### config.mk
export PLATFORM = sky130hd
export DESIGN_NAME = ulpi_tx_link
export DESIGN_NICKNAME = d
export VERILOG_FILES = /design/src/rtl/ulpi_tx_link.sv
export SDC_FILE = /design/constraint.sdc
export NUM_CORES = 1
export LEC_CHECK = 0
export ABC_AREA = 0
export CAP_MARGIN = 10
export CORE_UTILIZATION = 45
export DETAILED_ROUTE_END_ITERATION = 16
export GPL_TIMING_DRIVEN = 0
export PLACE_DENSITY = 0.7
export SETUP_SLACK_MARGIN = 0.1
export SYNTH_ARGS = -nofsm -noshare
export SYNTH_HDL_FRONTEND = slang
export SYNTH_SLANG_ARGS = --single-unit
### constraint.sdc
create_clock -name clock -period 2.2 [get_ports clock]
set_input_delay 0.33 -clock clock [delete_from_list [all_inputs] [get_ports clock]]
set_output_delay 0.33 -clock clock [all_outputs]
set_load 0.01 [all_outputs]
### src/rtl/ulpi_tx_link.sv
// Transmit-side ULPI link: turns the encoder byte stream into TXCMD, NXT-paced data and STP,
// handling PHY receive preemption, stream underrun and the inter-packet gap.
module ulpi_tx_link #(
  parameter int unsigned GAP = 2
) (
  input  logic       clock,
  input  logic       reset,
  input  logic       tx_tvalid_i,
  output logic       tx_tready_o,
  input  logic       tx_tlast_i,
  input  logic [7:0] tx_tdata_i,
  input  logic       ulpi_dir_i,
  input  logic       ulpi_nxt_i,
  output logic       ulpi_stp_o,
  output logic [7:0] ulpi_data_o,
  output logic       busy_o,
  output logic       tx_done_o,
  output logic       tx_error_o
);

  typedef enum logic [2:0] {IDLE, TURN, CMD, DATA, STOP, DRAIN} state_t;

  // The STOP exit cycle already counts as the first gap cycle.
  localparam logic [3:0] GapLoad = (GAP > 0) ? 4'(GAP - 1) : 4'd0;

  state_t     state_q, state_d;
  state_t     turnNext_q, turnNext_d;
  logic       turnOk_q, turnOk_d;
  logic [3:0] gapCnt_q, gapCnt_d;
  logic [3:0] pid_q, pid_d;
  logic       last_q, last_d;
  logic       stp_q, stp_d;
  logic [7:0] data_q, data_d;
  logic       done_q, done_d;
  logic       error_q, error_d;
  logic       accept;

  function automatic logic [7:0] txCmd(input logic [3:0] pidNibble);
    return {4'b0100, pidNibble};
  endfunction

  always_ff @(posedge clock) begin
    if (!reset) begin
      state_q    <= IDLE;
      turnNext_q <= IDLE;
      turnOk_q   <= 1'b0;
      gapCnt_q   <= 4'd0;
      pid_q      <= 4'd0;
      last_q     <= 1'b0;
      stp_q      <= 1'b0;
      data_q     <= 8'h00;
      done_q     <= 1'b0;
      error_q    <= 1'b0;
    end else begin
      state_q    <= state_d;
      turnNext_q <= turnNext_d;
      turnOk_q   <= turnOk_d;
      gapCnt_q   <= gapCnt_d;
      pid_q      <= pid_d;
      last_q     <= last_d;
      stp_q      <= stp_d;
      data_q     <= data_d;
      done_q     <= done_d;
      error_q    <= error_d;
    end
  end

  always_comb begin
    state_d    = state_q;
    turnNext_d = turnNext_q;
    turnOk_d   = turnOk_q;
    gapCnt_d   = gapCnt_q;
    pid_d      = pid_q;
    last_d     = last_q;
    stp_d      = 1'b0;
    data_d     = 8'h00;
    done_d     = 1'b0;
    error_d    = 1'b0;
    accept     = 1'b0;

    case (state_q)
      IDLE: begin
        if (gapCnt_q != 4'd0) gapCnt_d = gapCnt_q - 4'd1;
        if (tx_tvalid_i && !ulpi_dir_i && gapCnt_q == 4'd0) begin
          accept  = 1'b1;
          pid_d   = tx_tdata_i[3:0];
          last_d  = tx_tlast_i;
          data_d  = txCmd(tx_tdata_i[3:0]);
          state_d = CMD;
        end
      end

      // DIR wins over a simultaneous NXT; only a preempted TXCMD is retried.
      CMD, DATA: begin
        data_d = data_q;
        if (ulpi_dir_i) begin
          data_d   = 8'h00;
          turnOk_d = 1'b0;
          state_d  = TURN;
          if (state_q == CMD) begin
            turnNext_d = CMD;
          end else begin
            error_d    = 1'b1;
            turnNext_d = last_q ? IDLE : DRAIN;
          end
        end else if (ulpi_nxt_i) begin
          if (last_q) begin
            stp_d   = 1'b1;
            data_d  = 8'h00;
            state_d = STOP;
          end else if (tx_tvalid_i) begin
            accept  = 1'b1;
            data_d  = tx_tdata_i;
            last_d  = tx_tlast_i;
            state_d = DATA;
          end else begin
            stp_d   = 1'b1;
            data_d  = 8'hFF;
            error_d = 1'b1;
            state_d = STOP;
          end
        end
      end

      STOP: begin
        if (ulpi_dir_i) begin
          error_d    = 1'b1;
          turnOk_d   = 1'b0;
          turnNext_d = last_q ? IDLE : DRAIN;
          state_d    = TURN;
        end else begin
          gapCnt_d = GapLoad;
          done_d   = last_q;
          state_d  = last_q ? IDLE : DRAIN;
        end
      end

      DRAIN: begin
        accept = tx_tvalid_i;
        if (tx_tvalid_i && tx_tlast_i) state_d = IDLE;
      end

      // Leave only after DIR has been low for one full turnaround cycle.
      TURN: begin
        if (ulpi_dir_i) begin
          turnOk_d = 1'b0;
        end else if (!turnOk_q) begin
          turnOk_d = 1'b1;
        end else begin
          turnOk_d = 1'b0;
          state_d  = turnNext_q;
          if (turnNext_q == CMD) data_d = txCmd(pid_q);
        end
      end

      default: state_d = IDLE;
    endcase
  end

  assign tx_tready_o = accept && reset;
  assign ulpi_stp_o  = stp_q;
  assign ulpi_data_o = data_q;
  assign busy_o      = (state_q != IDLE);
  assign tx_done_o   = done_q;
  assign tx_error_o  = error_q;

endmodule
Word-level counts from Yosys, hierarchy flattened
Cells that the tools add are included.

Register bits after elaboration: 27. Bits of input ports: 14. Output and inout bits: 13.

Add/sub/neg operators: 1. Eq/ne operators: 18. Muxes and demuxes: 51. Bitwise logic cells: 4. Reductions and logical operators: 23.

Operators by type and width (count): 3-bit two-way mux (13); 8-bit two-way mux (4); 7-bit two-way mux (4); 8-bit case mux with 3 select lines (1); 1-bit two-way mux (20); 2-bit != test, second input constant (10); 3-bit case mux with 5 select lines (1); 3-bit by 2-bit equality test with 1-bit output, second input constant (3); 4-bit two-way mux (2); 4-bit case mux with 2 select lines (1); 2-bit nonzero test (4); 3-bit equality test, second input constant (2); 1-bit case mux with 2 select lines (3); 3-bit case mux with 2 select lines (1); 3-bit AND reduction (2); 3-bit OR reduction (2); 5-bit AND reduction (1); 1-bit logical AND (4); 4-bit logical NOT (1); 1-bit inverter (4); 2-bit AND reduction (2); 4-bit AND reduction (1); 4-bit nonzero test (1); 4-bit OR reduction (1); other kinds (9) (9).

Depth between registers and ports, before layout
Gate-level depths: netlist of the first run.

Depth in word-level cells: 6. Depth in mapped cells: 8. Mapped depth without buffers: 6.

Least setup slack after synthesis of the first run
OpenSTA, ideal clock, no wires.

Path kind: register -> output. From: register gapCnt_q[0]. To: output tx_tready_o. Arrival time: 1630 ps. Path slack: 240 ps. Stages on the path, launching flop included: 8. Cells stage by stage: dfxtp_1 inv_1 ha_1 or3b_1 buf_6 nor4_1 a31oi_1 o32ai_1.

Cells in the longest elaborated chain, start to end: 5.

Ends and longest elaborated chain: start: declaration (line 29) `logic [3:0] gapCnt_q, gapCnt_d;`; start signal: assignment (line 58) `gapCnt_q <= gapCnt_d;`; 4-bit logical NOT (line 84) `if (tx_tvalid_i && !ulpi_dir_i && gapCnt_q == 4'd0) begin`; 1-bit logical AND (line 84); 1-bit two-way mux (line 84); 1-bit case mux with 3 select lines (line 81) `case (state_q)`; 1-bit logical AND (line 160) `assign tx_tready_o = accept && reset;`; end: declaration (line 9) `output logic tx_tready_o,`.

No other way between the ends.

Final worst setup path of the first run
Same ends and word-level chain as after synthesis.

==> results of run 1 <==
-- logic make-up after synthesis --
family / share of synthesized area, %
compound gates: 24.9
xor+xnor: 1.20
fa+ha+maj: 1.71
buf+inv: 7.79
flops: 35.6
mux: 1.54
simple gates: 27.2
-- worst reg2reg max path: stages (launching register included) --
cell     delay (ns)
dfxtp_2        0.36
inv_2          0.05
ha_1           0.14
or3b_4         0.37
buf_6          0.13
buf_4          0.16
or3_4          0.38
buf_8          0.15
a21oi_4        0.15
a221o_2        0.15
-- per-stage QoR --
step	total power (W)	TNS [ns]	hold slack, ns
after floorplan	0.00102	0	0.435
after CTS	0.00151	-0.155	0.363
final	0.00159	-0.121	0.371
after global placement	0.00117	-0.383	0.438
after global routing	0.00168	-0.222	0.379
after detailed placement	0.00119	-0.388	0.443
-- cells in the final DEF, fill, tap and decap left out, types with 4 or more instances in the layout --
cell type and n:
clkdlybuf4s50_1 23, a21oi_1 14, buf_4 8, inv_1 5, dfxtp_1 24, clkbuf_1 4, nor2_1 9, nor3_1 6
nand3_1 8, nand2_1 21, nand2b_1 9
-- where the power goes --
part           total, W  internal (W)  switching [W]
Clock          0.000254      0.000102       0.000153
Combinational  0.000748      0.000375       0.000373
Sequential     0.000591      0.000538      0.0000532
-- cell type report --
class,count,area (um2)
flip-flops and latches,26,523
clock buffers,4,36.3
multi-input cells,128,886
repair buffers,32,295
fillers,287,1160
well taps,44,55.1
inverters,9,33.8
plain buffers,12,86.3
-- registers in the layout, summed over array words and instances, names as in the netlist --
signal / count
gapCnt_q: 4
ulpi_data_o: 8
pid_q: 4
tx_error_o: 1
tx_done_o: 1
last_q: 1
turnNext_q: 2
state_q: 3
turnOk_q: 1
ulpi_stp_o: 1
-- timing repair --
action                     in CTS  in global routing
hold buffers                    0                  0
setup endpoints to repair       1                  6
pin swaps                       2                  3
setup buffers                   4                  4
gates resized for setup        11                 11
-- worst max path at each step --
stage	from	endpoint	slack (ns)	cells after the start
after floorplan	gapCnt_q[0]$_SDFFE_PN0P_	tx_tready_o	0.24	7
after global placement	reset	tx_tready_o	-0.38	4
after detailed placement	reset	tx_tready_o	-0.39	4
after CTS	gapCnt_q[0]$_SDFFE_PN0P_	tx_tready_o	-0.15	8
after global routing	gapCnt_q[0]$_SDFFE_PN0P_	tx_tready_o	-0.22	8
final	gapCnt_q[0]$_SDFFE_PN0P_	tx_tready_o	-0.12	8
-- routing by layer --
layer / wire length (um) / global-route usage (%)
met5: 0 / 0
met4: 97 / 10.5
met3: 280 / 4.37
met2: 2080 / 41.6
met1: 1630 / 29.7
==> metrics.txt, run 1 <==
status finished with violations; violated checks setup timing; initial DRC count 99; total grt overflow 0; Worst Hold Path EP last_q$_SDFFE_PN0P_; flops & latches, synth 26; Synth top cells by count dfxtp_1, nand2_1, a21oi_1; gate family responsible for the most delay along the worst path simple AND/OR/NAND/NOR gates; CTS buffer count 3; largest net degree at the start of global routing 15; total number of vias about 1500; final worst slack -0.121 ns; core area roughly 3000 um2; worst slack, placed -0.388 ns; TritonRoute pass-1 iters 4; RSZ-0062 raised after global routing true; Post-DP HPWL between 2 and 3 mm; Worst-Margin Slew around 0.67 ns; FMAX ~430 MHz; initial antenna violation count 0; first-pass GRT wire length between 6 and 7 mm; fin crit share 106%; arrival time worst endpoint just under 2 ns; asr flop ratio synth 0%; Total GRT Usage between 20% and 30%; Synth top area share about 36%; IO Port Bufs 24; RePlAce Congestion ~0.88; Distinct cells, synth 57; kind of critical path register to output port; CTS clk-pin slew, worst paths roughly 0.15 ns; vias per cell just under 6; Layout Utilization between 60% and 70%; fin crit period 2.32 ns; CP max-delay cell or3b_4; VDD IR-drop max roughly 0.43 mV; Initial Util between 40% and 50%; Final setup viols 1; post-route design area 1920 um2; Startpoint Class register; Clock Tree Buf Depth 2; most common cell in the netlist dfxtp_1; Post-DP Area ~1800 um2; FF-to-FF setup slack between 0.1 and 0.15 ns; r2r endpoint ulpi_data_o[0]$_SDFFE_PN0P_; TritonCTS Sinks 26; Rows 20; Final Hold Vio Count 0; vias in the first global route ~1400; # Max-Cap Violations 0; syn avg cell area 8.35 um2; I/O pin cnt 27; Most used DFF post-synth dfxtp_1; routed length per instance around 16 um; die area 3480 um2; WHS Path Cells 3; number of remaining DRC errors 0; Mapped Area 1460 um2; Seq/Total Area, Yosys between 30% and 40%; cell breakdown of the critical path inv_2 > ha_1 > or3b_4 > buf_6 > nor4_4 > a31oi_1 > o32ai_2 > buf_2; pwr dens approximately 830 nW/um2; R2R cell count 9; worst r2r src gapCnt_q[0]$_SDFFE_PN0P_; synth warn 0; number of flops mapped to enable cells by yosys 0; drt total wl just over 4 mm; worst path required time 1.87 ns; max incr delay on CP roughly 0.37 ns; cell leakage power between 0.7 and 0.8 nW; Fin Clk Skew approximately 0.0077 ns; Placed Cells incl. Taps around 240; Antenna Cells 0; Syn-to-layout area delta 31.1%; CTS tree built; Post-Layout Cell Count roughly 260; Skew-Pair Late Insertion Delay between 0.3 and 0.4 ns; Worst Path Max Fanout 2; Die H just under 60 um; buffers and inverters on the worst path 3; Synth Instances around 180; final net count ~230; CTS H-tree lvls 1; syn nets 191; Setup crit end kind output port; Horiz. Die Dim just under 60 um; Antenna Nets Post-Route 0; share of layout cells above drive strength 1 roughly a fifth; hold_sp tx_tvalid_i; Slew Limit Fails 0; dominant cell type by area after synthesis dfxtp_1; Root Driver clkbuf_4; relative slew slack around 55%; Area contributors post-synth dfxtp_1, nand2_1, a21oi_1, nand2b_1, nand3_1; min-delay worst type primary input to register
(Power assumes the default switching activity.)
==> run 2: changes to the inputs <==
SKIP_LAST_GASP = 1   (was unset)
==> run 2 against run 1 <==
The flow still finishes with violations (setup timing). Sequential share of layout area grew 0.14 points. Non-clock buffer count unchanged. First-iteration DRC count increased by 11%. Worst hold slack improved by 0.0012 ns. Count of clock-buffer cells in the layout unchanged. Fmax grew 0.25%. Critical path type unchanged. Largest cell class unchanged.
==> metrics.txt, run 2 (same netlist as run 1, synthesis figures left out) <==
Sequential Power Share 37.4% (was 37.1%); Skew-Pair Late Insertion Delay 0.34 ns (was 0.33 ns); Setup crit end kind output port (unchanged); RePlAce Congestion 0.879 (unchanged); Antenna Nets Post-Route 0 (unchanged); CP max-delay cell or3b_4 (unchanged); cell leakage power 0.700 nW (was 0.701 nW); final net count 228 (unchanged); Layout Utilization 61.9% (was 62.2%); max incr delay on CP 0.37 ns (about the same); arrival time worst endpoint 1.99 ns (about the same); relative slew slack 57.9% (was 55.0%); IO Port Bufs 24 (unchanged); initial antenna violation count 0 (unchanged); Die H 59.0 um (unchanged); CTS buffer count 3 (unchanged); R2R cell count 9 (unchanged); FF-to-FF setup slack 0.14 ns (was 0.12 ns); Syn-to-layout area delta 30.4% (was 31.1%); final worst slack -0.115 ns (was -0.121 ns); TritonCTS Sinks 26 (unchanged); routed length per instance 16.1 um (was 16.0 um); Net Sw Frac 36.1% (was 36.4%); min-delay worst type primary input to register (unchanged); initial DRC count 110 (was 99); Post-DP HPWL 2.74 mm (unchanged); switching pwr 0.000570 W (was 0.000579 W); CTS H-tree lvls 1 (unchanged); violated checks setup timing (unchanged); part of the power in the clock network 16.2% (was 16.0%); total number of vias 1509 (unchanged); Clock Tree Buf Depth 2 (unchanged); Startpoint Class register (unchanged); CTS tree built (unchanged); Worst Path Max Fanout 2 (unchanged); Final Hold Vio Count 0 (unchanged); Initial Util 47.5% (unchanged); vias per cell 5.92 (unchanged); worst r2r src gapCnt_q[0]$_SDFFE_PN0P_ (unchanged); drt total wl 4.10 mm (was 4.09 mm); r2r endpoint ulpi_data_o[0]$_SDFFE_PN0P_ (unchanged); max reg flops 8 (unchanged); Worst Hold Path EP last_q$_SDFFE_PN0P_ (unchanged); Comb pwr share 46.4% (was 46.9%); first-pass GRT wire length 6.27 mm (unchanged); total grt overflow 0 (unchanged); hold_sp tx_tvalid_i (unchanged); Root Driver clkbuf_4 (unchanged); RSZ-0062 raised after global routing true (unchanged); commonest non-fill, non-tap cell in the layout dfxtp_1 (unchanged); CTS clk-pin slew, worst paths 0.15 ns (about the same); TritonRoute pass-1 iters 6 (was 4); commonest cells after routing, fill and taps aside dfxtp_1, clkdlybuf4s50_1, nand2_1 (unchanged); I/O pin cnt 27 (unchanged); Rows 20 (unchanged); worst path required time 1.87 ns (about the same); core area 3080 um2 (unchanged); Antenna Cells 0 (unchanged); share of layout cells above drive strength 1 20.9% (unchanged); die area 3480 um2 (unchanged); pwr dens 829 nW/um2 (was 832 nW/um2); FMAX 432 MHz (was 431 MHz); TNS Setup -0.115 ns (was -0.121 ns); largest net degree at the start of global routing 15 (unchanged); Fin Clk Skew 0.00679 ns (was 0.00766 ns); Pint 0.00101 W (about the same); Total GRT Usage 24.2% (unchanged); VDD IR-drop max 0.434 mV (was 0.435 mV); cell breakdown of the critical path inv_2 > ha_1 > or3b_4 > buf_6 > nor4_4 > a31oi_1 > o32ai_2 > buf_2 (unchanged); vias in the first global route 1377 (unchanged); number of remaining DRC errors 0 (unchanged); Horiz. Die Dim 59.0 um (unchanged); WHS Path Cells 3 (unchanged); Final setup viols 1 (unchanged); fin crit period 2.32 ns (about the same); Worst-Margin Slew 0.623 ns (was 0.666 ns); fin crit share 105% (was 106%); # Max-Cap Violations 0 (unchanged); status finished with violations (unchanged); kind of critical path register to output port (unchanged); Slew Limit Fails 0 (unchanged)
[run 2: cell counts in the layout (fill, tap and decap cells not counted)]
Identical to the previous run, type by type.
[run 2: power by group through the flow]
| stage | clock network (W) | logic, W | registers (W) |
|---|---|---|---|
| 2_1_floorplan | 0 | 0.000424 | 0.000591 |
| 3_3_place_gp | 0 | 0.000575 | 0.000593 |
| 3_5_place_dp | 0 | 0.000597 | 0.000595 |
| 4_1_cts | 0.000257 | 0.000666 | 0.000587 |
| 5_1_grt | 0.000275 | 0.000795 | 0.000598 |
| 6_report | 0.000255 | 0.000734 | 0.000591 |
[run 2: what timing repair did]
item | 4_1_cts | 5_1_grt
hold buffers | 0 | 0
hold endpoints to repair | 0 | 0
buffers inserted | 4 | 4
gates resized for setup | 11 | 9
setup endpoints to repair | 1 | 6
pin swaps | 2 | 3
[run 2: cell type report]
cell class / count / area (um2)
fill: 288 / 1170
buffer: 12 / 82.6
clock buffer: 4 / 36.3
tap: 44 / 55.1
multi-input combinational: 128 / 880
inverter: 9 / 33.8
sequential: 26 / 523
timing repair buffer: 32 / 295
[run 2: worst max path at each step]
stage	to	slack (ns)	depth (start not counted)	from
after detailed placement	tx_tready_o	-0.39	4	reset
after CTS	tx_tready_o	-0.15	8	gapCnt_q[0]$_SDFFE_PN0P_
final	tx_tready_o	-0.12	8	gapCnt_q[0]$_SDFFE_PN0P_
after floorplan	tx_tready_o	0.24	7	gapCnt_q[0]$_SDFFE_PN0P_
after global placement	tx_tready_o	-0.38	4	reset
after global routing	tx_tready_o	-0.22	8	gapCnt_q[0]$_SDFFE_PN0P_
[run 2: critical path, delay by kind of cell (launching register included)]
kind	cells	cell delay, ns
AND/OR/NAND/NOR	2	0.49
AO/OA/AOI/OAI	2	0.31
flip-flops	1	0.36
buffers and inverters	3	0.36
adder cells (fa/ha/maj)	1	0.14
[run 2: stage by stage]
stage               instance area, um2  cells  worst slack, ns  total power [W]  hold WS (ns)
CTS                               1840    251           -0.155          0.00151         0.363
floorplan                         1460    175            0.240          0.00102         0.435
global route                      1910    255           -0.222          0.00167         0.379
finish                            1910    255           -0.115          0.00158         0.373
detailed placement                1760    243           -0.388          0.00119         0.443
global placement                  1760    243           -0.383          0.00117         0.438
[run 2: per-layer routing]
layer / vias to the layer above / global-route usage (%) / part of all wire, %
met2: 71 / 41.6 / 52
met4: 0 / 10.5 / 1.0
li1: 713 / - / -
met3: 5 / 4.37 / 6.2
met5: - / 0 / 0
met1: 720 / 29.7 / 41
==> run 3: changes to the inputs <==
CORE_MARGIN = 2   (was unset)
==> run 3 against run 2 <==
The run still ends with setup timing left. Worst hold slack improved by 0.0026 ns. Largest power group unchanged. Non-clock buffer count fell by 3. Power fell by 0.74%. Wire length fell by 3.6%.
==> metrics.txt, run 3 (same netlist as run 1, synthesis figures left out) <==
status finished with violations (unchanged); violated checks setup timing (unchanged); max reg flops 8 (unchanged); CTS clk-pin slew, worst paths 0.14 ns (was 0.15 ns); RePlAce Congestion 0.854 (was 0.879); relative slew slack 58.8% (was 57.9%); Syn-to-layout area delta 30.1% (was 30.4%); max incr delay on CP 0.36 ns (was 0.37 ns); die area 3720 um2 (was 3480 um2); TritonCTS Sinks 26 (unchanged); Die H 61.0 um (was 59.0 um); Pwr Total 0.00157 W (was 0.00158 W); Final setup viols 1 (unchanged); worst setup path startpoint gapCnt_q[0]$_SDFFE_PN0P_ (unchanged); FF-to-FF setup slack 0.13 ns (was 0.14 ns); final net count 225 (was 228); vias in the first global route 1436 (was 1377); cell breakdown of the critical path inv_2 > ha_4 > or3b_4 > buf_6 > nor4_4 > a31oi_1 > o32ai_2 > buf_2 (was inv_2 > ha_1 > or3b_4 > buf_6 > nor4_4 > a31oi_1 > o32ai_2 > buf_2); Antenna Cells 0 (unchanged); share of layout cells above drive strength 1 20.2% (was 20.9%); Root Driver clkbuf_4 (unchanged); pwr dens 824 nW/um2 (was 829 nW/um2); Startpoint Class register (unchanged); drt total wl 3.95 mm (was 4.10 mm); RSZ-0062 raised after global routing true (unchanged); first-pass GRT wire length 6.34 mm (was 6.27 mm); number of remaining DRC errors 0 (unchanged); R2R cell count 9 (unchanged); commonest cells after routing, fill and taps aside dfxtp_1, clkdlybuf4s50_1, nand2_1 (unchanged); routed length per instance 15.7 um (was 16.1 um); Rows 20 (unchanged); TritonRoute pass-1 iters 6 (unchanged); fin crit period 2.32 ns (about the same); Final Hold Vio Count 0 (unchanged); Clock Tree Buf Depth 2 (unchanged); initial antenna violation count 0 (unchanged); min-delay worst type primary input to register (unchanged); post-route design area 1900 um2 (was 1910 um2); # Max-Cap Violations 0 (unchanged); worst r2r src gapCnt_q[0]$_SDFFE_PN0P_ (unchanged); worst hold slack 0.375 ns (was 0.373 ns); Worst Path Max Fanout 2 (unchanged); final worst slack -0.116 ns (was -0.115 ns); Initial Util 47.5% (unchanged); FMAX 432 MHz (about the same); Total GRT Usage 23.2% (was 24.2%); Slew Limit Fails 0 (unchanged); Levels on crit path 8 (unchanged); Skew-Pair Late Insertion Delay 0.32 ns (was 0.34 ns); buffers and inverters on the worst path 3 (unchanged); fin crit share 105% (about the same); total number of vias 1491 (was 1509); gate family responsible for the most delay along the worst path simple AND/OR/NAND/NOR gates (unchanged); Antenna Nets Post-Route 0 (unchanged); CP max-delay cell or3b_4 (unchanged); largest net degree at the start of global routing 15 (unchanged); vias per cell 5.92 (about the same); Post-DP HPWL 2.79 mm (was 2.74 mm); Worst-Margin Slew 0.609 ns (was 0.623 ns); Setup crit end kind output port (unchanged); total grt overflow 0 (unchanged); CTS tree built (unchanged); kind of critical path register to output port (unchanged); I/O pin cnt 27 (unchanged); CTS H-tree lvls 1 (unchanged); CTS buffer count 3 (unchanged); Horiz. Die Dim 61.0 um (was 59.0 um); IO Port Bufs 24 (unchanged); initial DRC count 78 (was 110); arrival time worst endpoint 1.99 ns (about the same); Fin Clk Skew 0.00407 ns (was 0.00679 ns); cell leakage power 0.686 nW (was 0.700 nW); worst setup path endpoint tx_tready_o (unchanged); VDD IR-drop max 0.408 mV (was 0.434 mV); commonest non-fill, non-tap cell in the layout dfxtp_1 (unchanged); r2r endpoint ulpi_data_o[1]$_SDFFE_PN0P_ (was ulpi_data_o[0]$_SDFFE_PN0P_); Post-DP Area 1760 um2 (unchanged); core area 3080 um2 (unchanged); worst path required time 1.87 ns (about the same)
==> run 3: changes by cell type in the layout (fill, tap and decap cells not counted) <==
| cell | before | now |
|---|---|---|
| buf_4 | 8 | 5 |
| ha_4 | 0 | 1 |
| nor3_2 | 1 | 0 |
| ha_1 | 2 | 1 |
| nor3_4 | 1 | 2 |
==> run 3: per-layer routing <==
layer	share of wire [%]	vias up	global-route usage (%)	wire length [um]
met5	0	-	0	0
met4	1.6	0	10.9	64
met3	5.1	7	4.26	201
met2	49	66	37.8	1960
met1	44	706	29.8	1730
li1	-	712	-	-
==> run 3: where the power goes <==
group          switching, W  internal [W]
Sequential        0.0000529      0.000538
Combinational      0.000368      0.000367
Clock              0.000141      0.000101
Total              0.000562       0.00101
==> run 3: area by class of cell <==
cell class              count  area, um2
plain buffers              12       82.6
repair buffers             29        273
flip-flops and latches     26        523
well taps                  44       55.1
clock buffers               4       36.3
multi-input cells         128        898
inverters                   9       33.8
fillers                   281       1180
==> run 3: worst min-delay path, stage by stage <==
cell and delay (ns):
buf_6 0.11, or4b_1 0.17, nor3_1 0.06
==> run 3: worst min-delay path by stage <==
stage / from / end / slack (ns) / cells after the start
after floorplan: gapCnt_q[0]$_SDFFE_PN0P_ / gapCnt_q[0]$_SDFFE_PN0P_ / 0.44 / 1
after global placement: ulpi_data_o[6]$_SDFFE_PN0P_ / ulpi_data_o[6]$_SDFFE_PN0P_ / 0.44 / 1
after detailed placement: ulpi_data_o[6]$_SDFFE_PN0P_ / ulpi_data_o[6]$_SDFFE_PN0P_ / 0.44 / 1
after CTS: ulpi_dir_i / tx_done_o$_SDFF_PP0_ / 0.36 / 3
after global routing: ulpi_dir_i / tx_done_o$_SDFF_PP0_ / 0.37 / 3
final: ulpi_dir_i / tx_done_o$_SDFF_PP0_ / 0.38 / 3
==> run 3: per-stage QoR <==
stage                     utilization (%)  setup WS (ns)  TNS (ns)  std cells
after floorplan                         -          0.240         0        175
after global placement               57.1         -0.432    -0.432        243
after detailed placement             57.1         -0.441    -0.441        243
after CTS                            60.3         -0.169    -0.169        251
after global routing                 61.8         -0.192    -0.192        252
final                                61.8         -0.116    -0.116        252
==> run 3: repair_timing <==
| item | 4_1_cts | 5_1_grt |
|---|---|---|
| setup endpoints to repair | 1 | 7 |
| buffers inserted | 4 | 1 |
| hold buffers | 0 | 0 |
| gates resized for setup | 13 | 10 |
| pin swaps | 2 | 2 |
